<file path="src/rtl/gpr_ctrl_pkg.sv">
// Shared constants for the gpr arbiter: FSM state encodings, default bus widths
// and the timeout-counter width helper.
package gpr_ctrl_pkg;

  typedef logic [2:0] state_t;

  localparam state_t IDLE     = 3'd0;
  localparam state_t ISSUE    = 3'd1;
  localparam state_t WAIT_LO  = 3'd2;
  localparam state_t WAIT_HI  = 3'd3;
  localparam state_t COMPLETE = 3'd4;

  localparam int GPR_DATA_W = 16;
  localparam int GPR_ADDR_W = 16;

  // Timer holds values up to limit, never narrower than 4 bits.
  function automatic int tmr_width(input int limit);
    int w;
    w = 4;
    while ((1 << w) <= limit) w++;
    return w;
  endfunction

endpackage

</file>
<file path="src/rtl/rr_arbiter.sv">
// Combinational round-robin pick: first asserted request at or after ptr+1,
// wrapping modulo NUM_REQ.
module rr_arbiter #(
  parameter int NUM_REQ = 2,
  parameter int IDX_W   = (NUM_REQ > 1) ? $clog2(NUM_REQ) : 1
) (
  input  logic [NUM_REQ-1:0] req,
  input  logic [IDX_W-1:0]   ptr,
  output logic [NUM_REQ-1:0] winner,
  output logic [IDX_W-1:0]   winner_idx,
  output logic               valid
);

  always_comb begin
    winner     = '0;
    winner_idx = '0;
    valid      = 1'b0;
    for (int k = 1; k <= NUM_REQ; k++) begin
      for (int j = 0; j < NUM_REQ; j++) begin
        if (!valid && req[j] && (j == ((int'(ptr) + k) % NUM_REQ))) begin
          valid      = 1'b1;
          winner[j]  = 1'b1;
          winner_idx = IDX_W'(j);
        end
      end
    end
  end

endmodule

</file>
<file path="src/rtl/gpr_arbiter.sv">
// Round-robin sharing of the single-port gpr bank, one transaction at a time.
// Optional watchdog on the rdy handshake when GPR_ARB_TIMEOUT_EN is defined.
//
// state    | meaning
// IDLE     | waiting for a request while gpr is ready
// ISSUE    | first cycle of cs, write/oe from the latched request
// WAIT_LO  | cs held, waiting for gpr to drop rdy
// WAIT_HI  | cs held, capturing read data until rdy returns
// COMPLETE | done pulse to the granted requester, gnt cleared on exit
module gpr_arbiter
  import gpr_ctrl_pkg::*;
#(
  parameter int NUM_REQ        = 2,
  parameter int DATA_W         = GPR_DATA_W,
  parameter int ADDR_W         = GPR_ADDR_W,
  parameter int TIMEOUT_CYCLES = 15
) (
  input  logic                      clk,
  input  logic                      rst_n,
  input  logic [NUM_REQ-1:0]        req,
  input  logic [NUM_REQ-1:0]        req_wr,
  input  logic [NUM_REQ*ADDR_W-1:0] req_addr,
  input  logic [NUM_REQ*DATA_W-1:0] req_wdata,
  output logic [NUM_REQ-1:0]        gnt,
  output logic [NUM_REQ-1:0]        done,
  output logic [DATA_W-1:0]         rdata,
  output logic                      err,
  output logic                      gpr_cs,
  output logic                      gpr_write,
  output logic [ADDR_W-1:0]         gpr_address,
  output logic [DATA_W-1:0]         gpr_wdata,
  output logic                      gpr_wdata_oe,
  input  logic [DATA_W-1:0]         gpr_rdata,
  input  logic                      gpr_rdy
);

  localparam int IDX_W = (NUM_REQ > 1) ? $clog2(NUM_REQ) : 1;

  if (NUM_REQ < 2 || NUM_REQ > 8 || TIMEOUT_CYCLES < 1) begin : g_bad_cfg
    $error("gpr_arbiter: unsupported parameter set");
  end

  state_t              state;
  logic [IDX_W-1:0]    ptr;
  logic                cur_wr;
  logic [ADDR_W-1:0]   cur_addr;
  logic [DATA_W-1:0]   cur_wdata;
  logic [NUM_REQ-1:0]  pick_onehot;
  logic [IDX_W-1:0]    pick_idx;
  logic                pick_valid;
  logic                waiting;
  logic                in_xact;
  logic                tmo;

  rr_arbiter #(
    .NUM_REQ (NUM_REQ),
    .IDX_W   (IDX_W)
  ) u_rr (
    .req        (req),
    .ptr        (ptr),
    .winner     (pick_onehot),
    .winner_idx (pick_idx),
    .valid      (pick_valid)
  );

  assign waiting = (state == WAIT_LO) || (state == WAIT_HI);

  always_ff @(posedge clk) begin
    if (!rst_n) begin
      state     <= IDLE;
      gnt       <= '0;
      ptr       <= IDX_W'(NUM_REQ - 1);
      cur_wr    <= 1'b0;
      cur_addr  <= '0;
      cur_wdata <= '0;
      rdata     <= '0;
    end else begin
      case (state)
        IDLE: begin
          if (pick_valid && gpr_rdy) begin
            gnt       <= pick_onehot;
            ptr       <= pick_idx;
            cur_wr    <= req_wr[pick_idx];
            cur_addr  <= req_addr[pick_idx*ADDR_W +: ADDR_W];
            cur_wdata <= req_wdata[pick_idx*DATA_W +: DATA_W];
            state     <= ISSUE;
          end
        end
        ISSUE: state <= WAIT_LO;
        WAIT_LO: begin
          if (tmo) begin
            state <= COMPLETE;
            if (!cur_wr) rdata <= '0;
          end else if (!gpr_rdy) begin
            state <= WAIT_HI;
          end
        end
        WAIT_HI: begin
          if (gpr_rdy) begin
            state <= COMPLETE;
          end else if (tmo) begin
            state <= COMPLETE;
            if (!cur_wr) rdata <= '0;
          end else if (!cur_wr) begin
            rdata <= gpr_rdata;
          end
        end
        COMPLETE: begin
          gnt   <= '0;
          state <= IDLE;
        end
        default: begin
          gnt   <= '0;
          state <= IDLE;
        end
      endcase
    end
  end

  // cs falls in the same cycle rdy returns so the gpr never sees a second strobe.
  assign in_xact      = (state == ISSUE) || (state == WAIT_LO) ||
                        ((state == WAIT_HI) && !gpr_rdy);
  assign gpr_cs       = in_xact;
  assign gpr_write    = in_xact && cur_wr;
  assign gpr_wdata_oe = in_xact && cur_wr;
  assign gpr_address  = cur_addr;
  assign gpr_wdata    = cur_wdata;
  assign done         = (state == COMPLETE) ? gnt : '0;

`ifdef GPR_ARB_TIMEOUT_EN
  localparam int TMR_W = tmr_width(TIMEOUT_CYCLES);

  logic [TMR_W-1:0] tmr;
  logic             tmo_flag;

  // Down-counter loaded in ISSUE; terminal count on the last allowed wait cycle.
  always_ff @(posedge clk) begin
    if (!rst_n) begin
      tmr      <= '0;
      tmo_flag <= 1'b0;
    end else if (state == ISSUE) begin
      tmr      <= TMR_W'(TIMEOUT_CYCLES - 1);
      tmo_flag <= 1'b0;
    end else if (waiting) begin
      if (tmo) tmo_flag <= 1'b1;
      else if (tmr != '0) tmr <= tmr - 1'b1;
    end
  end

  assign tmo = waiting && (tmr == '0) && !((state == WAIT_HI) && gpr_rdy);
  assign err = (state == COMPLETE) && tmo_flag;
`else
  assign tmo = 1'b0;
  assign err = 1'b0;
`endif

endmodule

</file>
<file path="config.mk">
export PLATFORM = sky130hd
export DESIGN_NAME = gpr_arbiter
export DESIGN_NICKNAME = d
export VERILOG_FILES = /design/src/rtl/gpr_ctrl_pkg.sv /design/src/rtl/rr_arbiter.sv /design/src/rtl/gpr_arbiter.sv
export SDC_FILE = /design/constraint.sdc
export NUM_CORES = 1
export LEC_CHECK = 0
export BUFFER_PORTS_ARGS = -buffer_cell sky130_fd_sc_hd__buf_4
export CORE_ASPECT_RATIO = 2
export CORE_MARGIN = 3
export CORE_UTILIZATION = 40
export CTS_CLUSTER_SIZE = 30
export DETAILED_ROUTE_END_ITERATION = 10
export GPL_ROUTABILITY_DRIVEN = 0
export MAX_ROUTING_LAYER = met4
export PLACE_DENSITY = 0.72
export SYNTH_ARGS = -nofsm -noshare
export SYNTH_HDL_FRONTEND = slang
export SYNTH_SLANG_ARGS = --single-unit
</file>
<file path="constraint.sdc">
create_clock -name clk -period 2.55 [get_ports clk]
set_input_delay 0.1275 -clock clk [delete_from_list [all_inputs] [get_ports clk]]
set_output_delay 0.1275 -clock clk [all_outputs]
set_load 0.005 [all_outputs]
</file>
==> results of run 1 <==
## sequential cells by signal, summed over array words and instances (netlist names)
signal and flops:
state 3, rdata 16, gpr_address 16, ptr 1
gnt 2, gpr_wdata 16, cur_wr 1
## stage by stage
stage	hold WS, ns	cells
floorplan	0.2696	227
global placement	0.3850	405
detailed placement	0.3960	405
CTS	0.08742	413
global route	0.08275	413
finish	0.08908	413
## power by group
group / internal [uW] / switching, uW
logic: 267 / 177
registers: 922 / 39.9
clock network: 363 / 296
## worst min path at each step
stage / start / end / slack (ns) / depth (start not counted)
global placement: gpr_rdata[0] / rdata[0] / 0.39 / 3
finish: gpr_rdata[3] / rdata[3] / 0.09 / 3
floorplan: gpr_rdata[0] / rdata[0] / 0.27 / 2
CTS: gpr_rdata[3] / rdata[3] / 0.09 / 3
global route: gpr_rdata[3] / rdata[3] / 0.08 / 3
detailed placement: gpr_rdata[7] / rdata[7] / 0.40 / 3
## metal layers
layer  GRT usage (%)  share of wire, %  up-vias
met5               -                 0        -
met4           5.210               1.1        0
met3           3.208               5.6        5
met2           35.08                56       83
met1           22.15                37     1096
li1                -                 -     1145
## layout make-up
class	count	area [um^2]
Fill cell	539	2198
Multi-Input combinational cell	144	1205
Sequential cell	55	1101
Timing Repair Buffer	144	1081
Clock buffer	6	128.9
Tap cell	61	76.32
Clock inverter	2	12.51
Inverter	1	3.754
## cell families (layout without fill, tap and decap cells)
group	after synthesis	after routing	share of synthesized area [%]
AND/OR/NAND/NOR	54	54	11.66
other	1	1	0.1532
multiplexers	16	16	6.544
buffers and inverters	28	153	5.879
flip-flops	55	55	44.99
AO/OA/AOI/OAI	73	73	30.78
## Yosys cell counts (all sizes together)
cell type   n  share of area (%)
conb        1               0.15
mux2i      16                6.5
a32oi       1               0.36
a2bb2oi     1               0.36
clkbuf     17                2.6
o221a      33                 15
nor2b       1               0.26
o21ai       2               0.41
o32a       33                 13
nand2b      2               0.51
o311ai      1               0.36
nand3       1               0.20
or4b        1               0.41
a21oi       1               0.20
dfxtp      55                 45
nor4        1               0.87
and3        2               0.51
nor3b       3               0.92
and2        1               0.26
nor2        6                1.6
buf        10                3.1
inv         1               0.15
a21bo       1               0.41
or4bb       2               0.92
nand2      34                5.2
## critical path, delay by kind of cell (launching register included)
kind / cells / cell delay [ns]
DFF: 1 / 0.38
and+or+nand+nor: 2 / 1.08
AOI/OAI and AO/OA: 1 / 0.26
==> impl_metrics.xml, run 1 <==
<?xml version="1.0" encoding="UTF-8"?>
<metrics>
  <group name="run_status">
    <metric name="run_status" unit="">finished, final reports clean</metric>
  </group>
  <group name="setup_path">
    <metric name="reg2reg_to" unit="">gpr_wdata[9]</metric>
    <metric name="r2r_slack" unit="ns">0.76</metric>
    <metric name="worst_setup_path_start_kind" unit="">flop</metric>
    <metric name="setup.worst_path.start" unit="">state[2]</metric>
    <metric name="worst_ep_required_time" unit="ns">2.78</metric>
    <metric name="critical_path.endpoint_type" unit="">flop</metric>
    <metric name="critical_path_cell_by_cell" unit="">or4b_1, nor2_8, o221a_2</metric>
    <metric name="critPathSlowestCell" unit="">or4b_1</metric>
    <metric name="critical_path_capture_point" unit="">gpr_wdata[9]</metric>
    <metric name="worst_path_largest_cell_delay" unit="ns">0.64</metric>
    <metric name="worst-path-max-fanout" unit="">33</metric>
    <metric name="critPathArrivalTime" unit="ns">2.02</metric>
    <metric name="worst-r2r-cell-count" unit="">3</metric>
    <metric name="type_of_the_worst_setup_path" unit="">reg2reg</metric>
    <metric name="timing.rr.start" unit="">state[2]</metric>
  </group>
  <group name="sta">
    <metric name="relSlewSlack" unit="%">30.73</metric>
    <metric name="finalSetupTns" unit="ns">0</metric>
    <metric name="report.final.setup_viol" unit="">0</metric>
    <metric name="setup_slack" unit="ns">0.7554</metric>
    <metric name="timing_worst_slew_pin_value" unit="ns">1.038</metric>
    <metric name="slew_viol_final" unit="">0</metric>
    <metric name="max_freq" unit="MHz">557.2</metric>
    <metric name="final_min_period_over_clock_period" unit="%">70.38</metric>
    <metric name="clock_skew" unit="ns">0.004351</metric>
    <metric name="finalWorstPathRequiredPeriod" unit="ns">1.795</metric>
    <metric name="hold_viol" unit="">0</metric>
    <metric name="grt_setup_unrepaired" unit="">false</metric>
  </group>
  <group name="logic_synthesis">
    <metric name="postSynthNetCount" unit="">314</metric>
    <metric name="yosysUniqueCellTypes" unit="">29</metric>
    <metric name="synthesis.instances" unit="">227</metric>
    <metric name="yosysWarnings" unit="">0</metric>
    <metric name="syn_avg_cell_area" unit="um^2">10.78</metric>
    <metric name="syn_area" unit="um^2">2447</metric>
    <metric name="synth_sequential_area_ratio" unit="%">44.99</metric>
    <metric name="synth_seq_cells" unit="">55</metric>
  </group>
  <group name="pwr">
    <metric name="cellPowerDensity" unit="nW/um^2">572.3</metric>
    <metric name="power.static_leakage" unit="uW">0.001588</metric>
    <metric name="post-layout-total-power" unit="uW">2065</metric>
    <metric name="vdd_ir_drop_max" unit="mV">0.3692</metric>
  </group>
  <group name="drt">
    <metric name="drt.antenna.violating_nets" unit="">0</metric>
    <metric name="detail_route.vias_per_cell" unit="">5.639</metric>
    <metric name="initialDrtViolationCount" unit="">90</metric>
    <metric name="first_pass_drt_iterations" unit="">4</metric>
    <metric name="num_vias" unit="">2329</metric>
    <metric name="postRouteWirelength" unit="um">7124</metric>
    <metric name="routed_wire_length_per_instance" unit="um">17.25</metric>
    <metric name="route.detailed.drc" unit="">0</metric>
  </group>
  <group name="global_routing">
    <metric name="wire_length_of_the_first_global_routing_pass" unit="um">10520</metric>
    <metric name="grt_max_degree" unit="">68</metric>
    <metric name="grt_pass1_vias" unit="">2180</metric>
    <metric name="initial_antenna_violation_count" unit="">0</metric>
    <metric name="overflow" unit="">0</metric>
    <metric name="grtUsageTotal" unit="%">19.79</metric>
  </group>
  <group name="placed_design">
    <metric name="io_buffer_count" unit="">141</metric>
    <metric name="detailed_place_hpwl" unit="um">5265</metric>
    <metric name="placement.setup.worst_slack" unit="ns">0.7691</metric>
    <metric name="place_area" unit="um^2">3467</metric>
  </group>
  <group name="cts">
    <metric name="cts-root-to-sink-buffers" unit="">2</metric>
    <metric name="cts.reportedPaths.clkPinSlew" unit="ns">0.07</metric>
    <metric name="cts_tree" unit="">built</metric>
    <metric name="post-cts-setup-buffer-count" unit="">0</metric>
    <metric name="worstSkewPairLatency" unit="ns">0.29</metric>
    <metric name="clock_tree.root_cell" unit="">clkbuf_16</metric>
    <metric name="tritoncts.num_buffers" unit="">5</metric>
    <metric name="cts_hold_buffers" unit="">0</metric>
    <metric name="post_cts_resized" unit="">0</metric>
    <metric name="cts.sink_count" unit="">55</metric>
    <metric name="cts.htree.levels" unit="">2</metric>
  </group>
  <group name="finish">
    <metric name="syn2layout_area_growth" unit="%">47.44</metric>
    <metric name="post_route_cells_drive_above_1_share" unit="%">52.84</metric>
    <metric name="diodes" unit="">0</metric>
    <metric name="top_library_cells_by_usage_in_the_layout_fill_and_taps_aside" unit="">buf_4 (144), dfxtp_1 (55), nand2_1 (34), o32a_1 (33), o221a_2 (32)</metric>
    <metric name="layout.nets" unit="">438</metric>
    <metric name="finish.instance_area" unit="um^2">3608</metric>
    <metric name="final_common_cell" unit="">buf_4</metric>
    <metric name="post-route-util" unit="%">62.14</metric>
  </group>
  <group name="min_path">
    <metric name="hold_wc_path_type" unit="">in2reg</metric>
  </group>
  <group name="run">
    <metric name="cap_violations" unit="">0</metric>
  </group>
  <group name="die">
    <metric name="die_area" unit="um^2">7150</metric>
    <metric name="die_width" unit="um">61.31</metric>
    <metric name="pin_count" unit="">143</metric>
    <metric name="initial_utilization" unit="%">42.15</metric>
    <metric name="fp-row-count" unit="">39</metric>
    <metric name="floorplan.die.height" unit="um">116.6</metric>
    <metric name="design.core.area" unit="um^2">5807</metric>
  </group>
</metrics>
Power figures use the tool's default switching activity.
==> run 2: changes to the inputs <==
ABC_AREA = 1   (was unset)
CORE_UTILIZATION = 39   (was 40)
PLACE_DENSITY = 0.73   (was 0.72)
clock period = 1.6 ns   (was 2.55 ns; I/O delays follow)
==> run 2 against run 1 <==
  * Hold slack lost 0.045 ns
  * Die area up 4.0%
  * Sequential power increased by 62%
  * Sequential share of layout area shrank 1.0 points
  * First-iteration DRC count grew 34%
  * Design area rose by 3.5%
  * Critical path type is now reg2out
==> impl_metrics.xml, run 2 <==
<?xml version="1.0" encoding="UTF-8"?>
<metrics>
  <group name="sta">
    <metric name="grt_setup_unrepaired" unit="">false</metric>
    <metric name="finalSetupTns" unit="ns">0</metric>
    <metric name="finalWorstPathRequiredPeriod" unit="ns">1.495</metric>
    <metric name="max_freq" unit="MHz">668.8</metric>
    <metric name="slew_viol_final" unit="">0</metric>
    <metric name="clock_skew" unit="ns">0.004498</metric>
    <metric name="hold_viol" unit="">0</metric>
    <metric name="report.final.setup_viol" unit="">0</metric>
    <metric name="setup_slack" unit="ns">0.1047</metric>
    <metric name="final_min_period_over_clock_period" unit="%">93.46</metric>
  </group>
  <group name="pwr">
    <metric name="switching_power" unit="uW">972.5</metric>
    <metric name="internal_power" unit="uW">2502</metric>
    <metric name="clkPwrFrac" unit="%">29.8</metric>
    <metric name="cellPowerDensity" unit="nW/um^2">930.0</metric>
    <metric name="swShare" unit="%">27.99</metric>
    <metric name="p_seq_share" unit="%">44.8</metric>
    <metric name="vdd_ir_drop_max" unit="mV">0.5469</metric>
    <metric name="power.static_leakage" unit="uW">0.001802</metric>
    <metric name="power.share.combinational" unit="%">25.4</metric>
  </group>
  <group name="min_path">
    <metric name="whs_path_depth" unit="">3</metric>
    <metric name="worst_hold_path.endpoint" unit="">rdata[10]</metric>
    <metric name="hold_wc_path_type" unit="">in2reg</metric>
    <metric name="hold_path.startpoint" unit="">gpr_rdata[10]</metric>
  </group>
  <group name="logic_synthesis">
    <metric name="synth_top_area_share" unit="%">44.24</metric>
    <metric name="synth.area.top_cells" unit="">dfxtp_1 (44%), nand2_1 (17%), o21ai_0 (10%), a21oi_1 (7.2%), inv_1 (5.7%)</metric>
    <metric name="yosysUniqueCellTypes" unit="">23</metric>
    <metric name="yosysWarnings" unit="">0</metric>
    <metric name="synth_sequential_area_ratio" unit="%">44.24</metric>
    <metric name="synthesis.instances" unit="">371</metric>
    <metric name="syn_area" unit="um^2">2489</metric>
    <metric name="synth_enable_flop_cells" unit="">0</metric>
    <metric name="synth_top_flop_cell" unit="">dfxtp_1</metric>
    <metric name="syn_avg_cell_area" unit="um^2">6.708</metric>
    <metric name="yosys.cell_count.top_type" unit="">nand2_1</metric>
    <metric name="synth_seq_cells" unit="">55</metric>
    <metric name="ys_top_cells_by_count" unit="">nand2_1 (115), dfxtp_1 (55), o21ai_0 (50)</metric>
    <metric name="synth_top_area_cell" unit="">dfxtp_1</metric>
    <metric name="postSynthNetCount" unit="">458</metric>
    <metric name="synth_async_sr_flop_share" unit="%">0</metric>
  </group>
  <group name="setup_path">
    <metric name="worst-path-max-fanout" unit="">5</metric>
    <metric name="worst-r2r-cell-count" unit="">6</metric>
    <metric name="critPathArrivalTime" unit="ns">1.42</metric>
    <metric name="worst_setup_path_start_kind" unit="">flop</metric>
    <metric name="critical_path.endpoint_type" unit="">output pin</metric>
    <metric name="reg2reg_to" unit="">gpr_wdata[12]</metric>
    <metric name="worst_ep_required_time" unit="ns">1.52</metric>
    <metric name="timing.rr.start" unit="">state[2]</metric>
    <metric name="r2r_slack" unit="ns">0.26</metric>
    <metric name="type_of_the_worst_setup_path" unit="">reg2out</metric>
  </group>
  <group name="drt">
    <metric name="postRouteWirelength" unit="um">7129</metric>
    <metric name="route.detailed.drc" unit="">0</metric>
    <metric name="routed_wire_length_per_instance" unit="um">12.17</metric>
    <metric name="first_pass_drt_iterations" unit="">5</metric>
    <metric name="initialDrtViolationCount" unit="">121</metric>
    <metric name="num_vias" unit="">2709</metric>
    <metric name="detail_route.vias_per_cell" unit="">4.623</metric>
    <metric name="drt.antenna.violating_nets" unit="">0</metric>
  </group>
  <group name="cts">
    <metric name="worstSkewPairLatency" unit="ns">0.29</metric>
    <metric name="post-cts-setup-buffer-count" unit="">0</metric>
    <metric name="cts.reportedPaths.clkPinSlew" unit="ns">0.07</metric>
    <metric name="cts_tree" unit="">built</metric>
    <metric name="cts.sink_count" unit="">55</metric>
    <metric name="clock_tree.root_cell" unit="">clkbuf_16</metric>
    <metric name="cts.htree.levels" unit="">2</metric>
    <metric name="tritoncts.num_buffers" unit="">5</metric>
    <metric name="cts-root-to-sink-buffers" unit="">2</metric>
  </group>
  <group name="global_routing">
    <metric name="grt_max_degree" unit="">66</metric>
    <metric name="initial_antenna_violation_count" unit="">0</metric>
    <metric name="grtUsageTotal" unit="%">19.46</metric>
    <metric name="grt_pass1_vias" unit="">2545</metric>
    <metric name="overflow" unit="">0</metric>
    <metric name="wire_length_of_the_first_global_routing_pass" unit="um">11480</metric>
  </group>
  <group name="die">
    <metric name="die_width" unit="um">62.49</metric>
    <metric name="die_area" unit="um^2">7434</metric>
    <metric name="design.core.area" unit="um^2">6106</metric>
    <metric name="pin_count" unit="">143</metric>
    <metric name="fp-row-count" unit="">40</metric>
    <metric name="floorplan.die.height" unit="um">119.0</metric>
    <metric name="initial_utilization" unit="%">40.76</metric>
  </group>
  <group name="finish">
    <metric name="diodes" unit="">0</metric>
    <metric name="multiInputGateArea" unit="um^2">1112</metric>
    <metric name="top_library_cells_by_usage_in_the_layout_fill_and_taps_aside" unit="">buf_4 (143), nand2_1 (114), dfxtp_1 (55), o21ai_0 (50)</metric>
    <metric name="seq_area" unit="um^2">1101</metric>
    <metric name="fill_cells" unit="">597</metric>
    <metric name="syn2layout_area_growth" unit="%">50.13</metric>
    <metric name="final_common_cell" unit="">buf_4</metric>
    <metric name="post_route_cells_drive_above_1_share" unit="%">32.27</metric>
    <metric name="layout.nets" unit="">588</metric>
    <metric name="layout.cells.non_filler" unit="">586</metric>
  </group>
  <group name="run">
    <metric name="cap_violations" unit="">0</metric>
  </group>
  <group name="placed_design">
    <metric name="placed_cell_count" unit="">578</metric>
    <metric name="io_buffer_count" unit="">141</metric>
    <metric name="placement.setup.worst_slack" unit="ns">0.1045</metric>
    <metric name="detailed_place_hpwl" unit="um">5518</metric>
  </group>
  <group name="run_status">
    <metric name="run_status" unit="">finished, final reports clean</metric>
  </group>
</metrics>
[run 2: cell count changes after synthesis, moves of 32 or more]
cell / delta
o221a_2: -32
a21oi_1: +35
nor2_1: +33
o32a_1: -33
nand2_1: +81
o21ai_0: +48
inv_1: +37
[run 2: layer usage]
metal	global-route usage, %	part of all wire [%]	vias up
li1	-	-	1412
met1	19.70	37	1200
met2	37.06	56	89
met3	2.736	4.8	8
met4	7.054	2.3	0
met5	-	0	-
[run 2: what timing repair did]
action / 4_1_cts / 5_1_grt
hold buffers: 0 / 0
setup endpoints to repair: 0 / 19
resized for setup: 0 / 6
[run 2: through the flow]
step | power, uW | util (%) | hold slack, ns | instance area, um^2
after floorplan | 2034 | - | 0.2423 | 2489
after global placement | 2453 | 58.69 | 0.3315 | 3583
after detailed placement | 2472 | 58.69 | 0.3413 | 3583
after CTS | 3513 | 61.00 | 0.03997 | 3725
after global routing | 3677 | 61.19 | 0.05230 | 3736
final | 3475 | 61.19 | 0.04410 | 3736
[run 2: power groups by stage]
stage | registers [uW] | clock network (uW) | logic (uW)
finish | 1560 | 1040 | 882
global route | 1570 | 1110 | 995
CTS | 1560 | 1070 | 889
detailed placement | 1590 | 0 | 886
global placement | 1580 | 0 | 871
floorplan | 1590 | 0 | 449
[run 2: layout make-up]
type,instances,area share (%)
multi-input combinational,252,29.77
inverter,42,4.354
sequential,55,29.47
timing repair buffer,145,29.81
tap,84,2.813
clock inverter,2,0.3349
clock buffer,6,3.449
[run 2: critical path, stage by stage (launching register included)]
cell and delay, ns:
dfxtp_1 0.39, nand2_1 0.10, nor2_2 0.15, nand2_1 0.16, a21boi_2 0.19, buf_4 0.13
[run 2: cells by family (layout without fill, tap and decap cells)]
kind of cell	after synthesis	count (layout)	synth area share [%]
flops	55	55	44.24
buf+inv	64	195	11.61
simple gates	160	160	25.04
compound gates	91	91	18.95
other cells	1	1	0.1507
[run 2: worst max path at each step]
| stage | start | end | slack (ns) |
|---|---|---|---|
| after CTS | state[1] | gpr_write | 0.02 |
| after global routing | state[1] | gpr_write | 0.008 |
| after global placement | state[1] | rdata[0] | 0.15 |
| after floorplan | state[0] | gpr_address[0] | 0.43 |
| final | state[1] | gpr_write | 0.10 |
| after detailed placement | state[1] | rdata[4] | 0.10 |
==> run 3: changes to the inputs <==
ABC_AREA = unset   (was 1)
PLACE_DENSITY = 0.74   (was 0.73)
==> run 3 against run 2 <==
  * Clock power hardly changed
  * Via count is 11% lower
  * Register-to-register slack worse by 0.16 ns
  * Flip-flop and latch count stayed put
  * Setup slack worse by 0.026 ns
  * Clock skew is 0.0034 ns higher
  * Combinational power is 14% lower
  * Design area is 0.27% higher
  * Clock-buffer cell count stayed put
  * Sequential power hardly changed
  * Largest power group unchanged
  * Highest routed layer unchanged
==> impl_metrics.xml, run 3 (synthesized netlist as in run 1, its figures left out) <==
<?xml version="1.0" encoding="UTF-8"?>
<metrics>
  <group name="pwr">
    <metric name="vdd_ir_drop_max" unit="mV">0.8305</metric>
    <metric name="clkPwrFrac" unit="%">31.8</metric>
    <metric name="switching_power" unit="uW">850.1</metric>
    <metric name="power.static_leakage" unit="uW">0.001645</metric>
    <metric name="internal_power" unit="uW">2508</metric>
    <metric name="swShare" unit="%">25.32</metric>
    <metric name="power.share.combinational" unit="%">22.6</metric>
    <metric name="p_seq_share" unit="%">45.6</metric>
    <metric name="cellPowerDensity" unit="nW/um^2">896.4</metric>
  </group>
  <group name="cts">
    <metric name="clock_tree.root_cell" unit="">clkbuf_16</metric>
    <metric name="cts.htree.levels" unit="">2</metric>
    <metric name="cts_hold_buffers" unit="">0</metric>
    <metric name="worstSkewPairLatency" unit="ns">0.30</metric>
    <metric name="cts.sink_count" unit="">55</metric>
    <metric name="post-cts-setup-buffer-count" unit="">0</metric>
    <metric name="cts_tree" unit="">built</metric>
    <metric name="post_cts_resized" unit="">1</metric>
    <metric name="cts-root-to-sink-buffers" unit="">2</metric>
    <metric name="cts.reportedPaths.clkPinSlew" unit="ns">0.06</metric>
    <metric name="tritoncts.num_buffers" unit="">5</metric>
  </group>
  <group name="finish">
    <metric name="post-route-util" unit="%">61.86</metric>
    <metric name="fill_cells" unit="">521</metric>
    <metric name="finish.instance_area" unit="um^2">3746</metric>
    <metric name="top_library_cells_by_usage_in_the_layout_fill_and_taps_aside" unit="">buf_4 (150), dfxtp_1 (55), nand2_1 (34), o32a_1 (33), o221a_2 (32)</metric>
    <metric name="syn2layout_area_growth" unit="%">53.07</metric>
    <metric name="post_route_cells_drive_above_1_share" unit="%">54.29</metric>
    <metric name="layout.nets" unit="">447</metric>
    <metric name="diodes" unit="">0</metric>
    <metric name="final_common_cell" unit="">buf_4</metric>
  </group>
  <group name="setup_path">
    <metric name="cpLargestDelayFamily" unit="">simple AND/OR/NAND/NOR gates</metric>
    <metric name="worst-r2r-cell-count" unit="">3</metric>
    <metric name="critical_path_cell_by_cell" unit="">buf_4, nand3_1, nor3b_1, and2_1, buf_4</metric>
    <metric name="worst-path-buf-inv" unit="">2</metric>
    <metric name="critPathArrivalTime" unit="ns">1.44</metric>
    <metric name="critical_path.endpoint_type" unit="">output pin</metric>
    <metric name="worst_ep_required_time" unit="ns">1.52</metric>
    <metric name="timing.rr.start" unit="">state[0]</metric>
    <metric name="worst_path_largest_cell_delay" unit="ns">0.31</metric>
    <metric name="r2r_slack" unit="ns">0.10</metric>
    <metric name="setup.worst_path.start" unit="">state[1]</metric>
    <metric name="type_of_the_worst_setup_path" unit="">reg2out</metric>
    <metric name="worst-path-stages" unit="">5</metric>
    <metric name="worst_path_most_repeated_cell" unit="">buf_4</metric>
    <metric name="worst_setup_path_start_kind" unit="">flop</metric>
    <metric name="critPathSlowestCell" unit="">dfxtp_1</metric>
    <metric name="reg2reg_to" unit="">gpr_address[12]</metric>
    <metric name="worst-path-max-fanout" unit="">7</metric>
    <metric name="critical_path_capture_point" unit="">gpr_wdata_oe</metric>
  </group>
  <group name="die">
    <metric name="die_width" unit="um">62.02</metric>
    <metric name="pin_count" unit="">143</metric>
    <metric name="floorplan.die.height" unit="um">118.0</metric>
    <metric name="design.core.area" unit="um^2">6056</metric>
    <metric name="initial_utilization" unit="%">40.41</metric>
    <metric name="fp-row-count" unit="">40</metric>
    <metric name="die_area" unit="um^2">7320</metric>
  </group>
  <group name="placed_design">
    <metric name="place_area" unit="um^2">3601</metric>
    <metric name="detailed_place_hpwl" unit="um">5686</metric>
    <metric name="io_buffer_count" unit="">141</metric>
  </group>
  <group name="sta">
    <metric name="finalSetupTns" unit="ns">0</metric>
    <metric name="finalWorstPathRequiredPeriod" unit="ns">1.521</metric>
    <metric name="hold_viol" unit="">0</metric>
    <metric name="max_freq" unit="MHz">657.5</metric>
    <metric name="final_min_period_over_clock_period" unit="%">95.06</metric>
    <metric name="clock_skew" unit="ns">0.007878</metric>
    <metric name="report.final.setup_viol" unit="">0</metric>
    <metric name="slew_viol_final" unit="">0</metric>
    <metric name="grt_setup_unrepaired" unit="">false</metric>
  </group>
  <group name="drt">
    <metric name="detail_route.vias_per_cell" unit="">5.393</metric>
    <metric name="postRouteWirelength" unit="um">7530</metric>
    <metric name="route.detailed.drc" unit="">0</metric>
    <metric name="first_pass_drt_iterations" unit="">4</metric>
    <metric name="drt.antenna.violating_nets" unit="">0</metric>
    <metric name="routed_wire_length_per_instance" unit="um">16.92</metric>
    <metric name="initialDrtViolationCount" unit="">97</metric>
    <metric name="num_vias" unit="">2400</metric>
  </group>
  <group name="global_routing">
    <metric name="grt_pass1_vias" unit="">2450</metric>
    <metric name="grt_max_degree" unit="">46</metric>
    <metric name="grtUsageTotal" unit="%">21.30</metric>
    <metric name="wire_length_of_the_first_global_routing_pass" unit="um">11570</metric>
    <metric name="overflow" unit="">0</metric>
    <metric name="initial_antenna_violation_count" unit="">0</metric>
  </group>
  <group name="min_path">
    <metric name="hold_wc_path_type" unit="">in2reg</metric>
  </group>
  <group name="run_status">
    <metric name="run_status" unit="">finished, final reports clean</metric>
  </group>
  <group name="run">
    <metric name="cap_violations" unit="">0</metric>
  </group>
</metrics>
## run 3: worst min-delay path by stage
| stage | from | to | slack (ns) | cells after the start |
|---|---|---|---|---|
| after CTS | gpr_rdata[15] | rdata[15] | 0.03 | 3 |
| final | gpr_rdata[11] | rdata[11] | 0.04 | 3 |
| after global routing | gpr_rdata[2] | rdata[2] | 0.04 | 3 |
| after detailed placement | gpr_rdata[15] | rdata[15] | 0.34 | 3 |
| after global placement | gpr_rdata[11] | rdata[11] | 0.34 | 3 |
| after floorplan | gpr_rdata[0] | rdata[0] | 0.22 | 2 |
## run 3: power by group through the flow
stage / clock network [uW] / registers [uW] / logic, uW
finish: 1070 / 1530 / 759
global route: 1140 / 1540 / 824
CTS: 1090 / 1530 / 768
detailed placement: 0 / 1560 / 765
global placement: 0 / 1560 / 750
floorplan: 0 / 1560 / 350
## run 3: worst reg2reg max path, cell delays in order, from the launching register on
cell and delay (ns):
dfxtp_1 0.31, or4b_4 0.58, buf_4 0.25, o221a_2 0.25
## run 3: cell type report
type,count,area (um^2),area share [%]
multi-input cells,144,1209,32.26
repair buffers,153,1186,31.66
flip-flops and latches,55,1101,29.39
clock buffers,6,128.9,3.440
well taps,84,105.1,2.806
clock inverters,2,12.51,0.3340
inverters,1,3.754,0.1002
## run 3: through the flow
step                      setup WS [ns]  hold slack (ns)  total power, uW  cells
after floorplan                 0.06959           0.2221             1913    227
after global placement          0.02266           0.3383             2309    437
after detailed placement      -0.008855           0.3441             2326    437
after CTS                       0.06213          0.03201             3391    445
after global routing           0.001443          0.04305             3510    445
final                           0.07904          0.03888             3358    445
## run 3: routing by layer
layer,track usage [%],wire length [um],up-vias
met3,4.940,448,20
met1,22.57,2698,1113
li1,-,-,1167
met4,9.960,266,0
met2,35.32,4116,100
met5,-,0,-
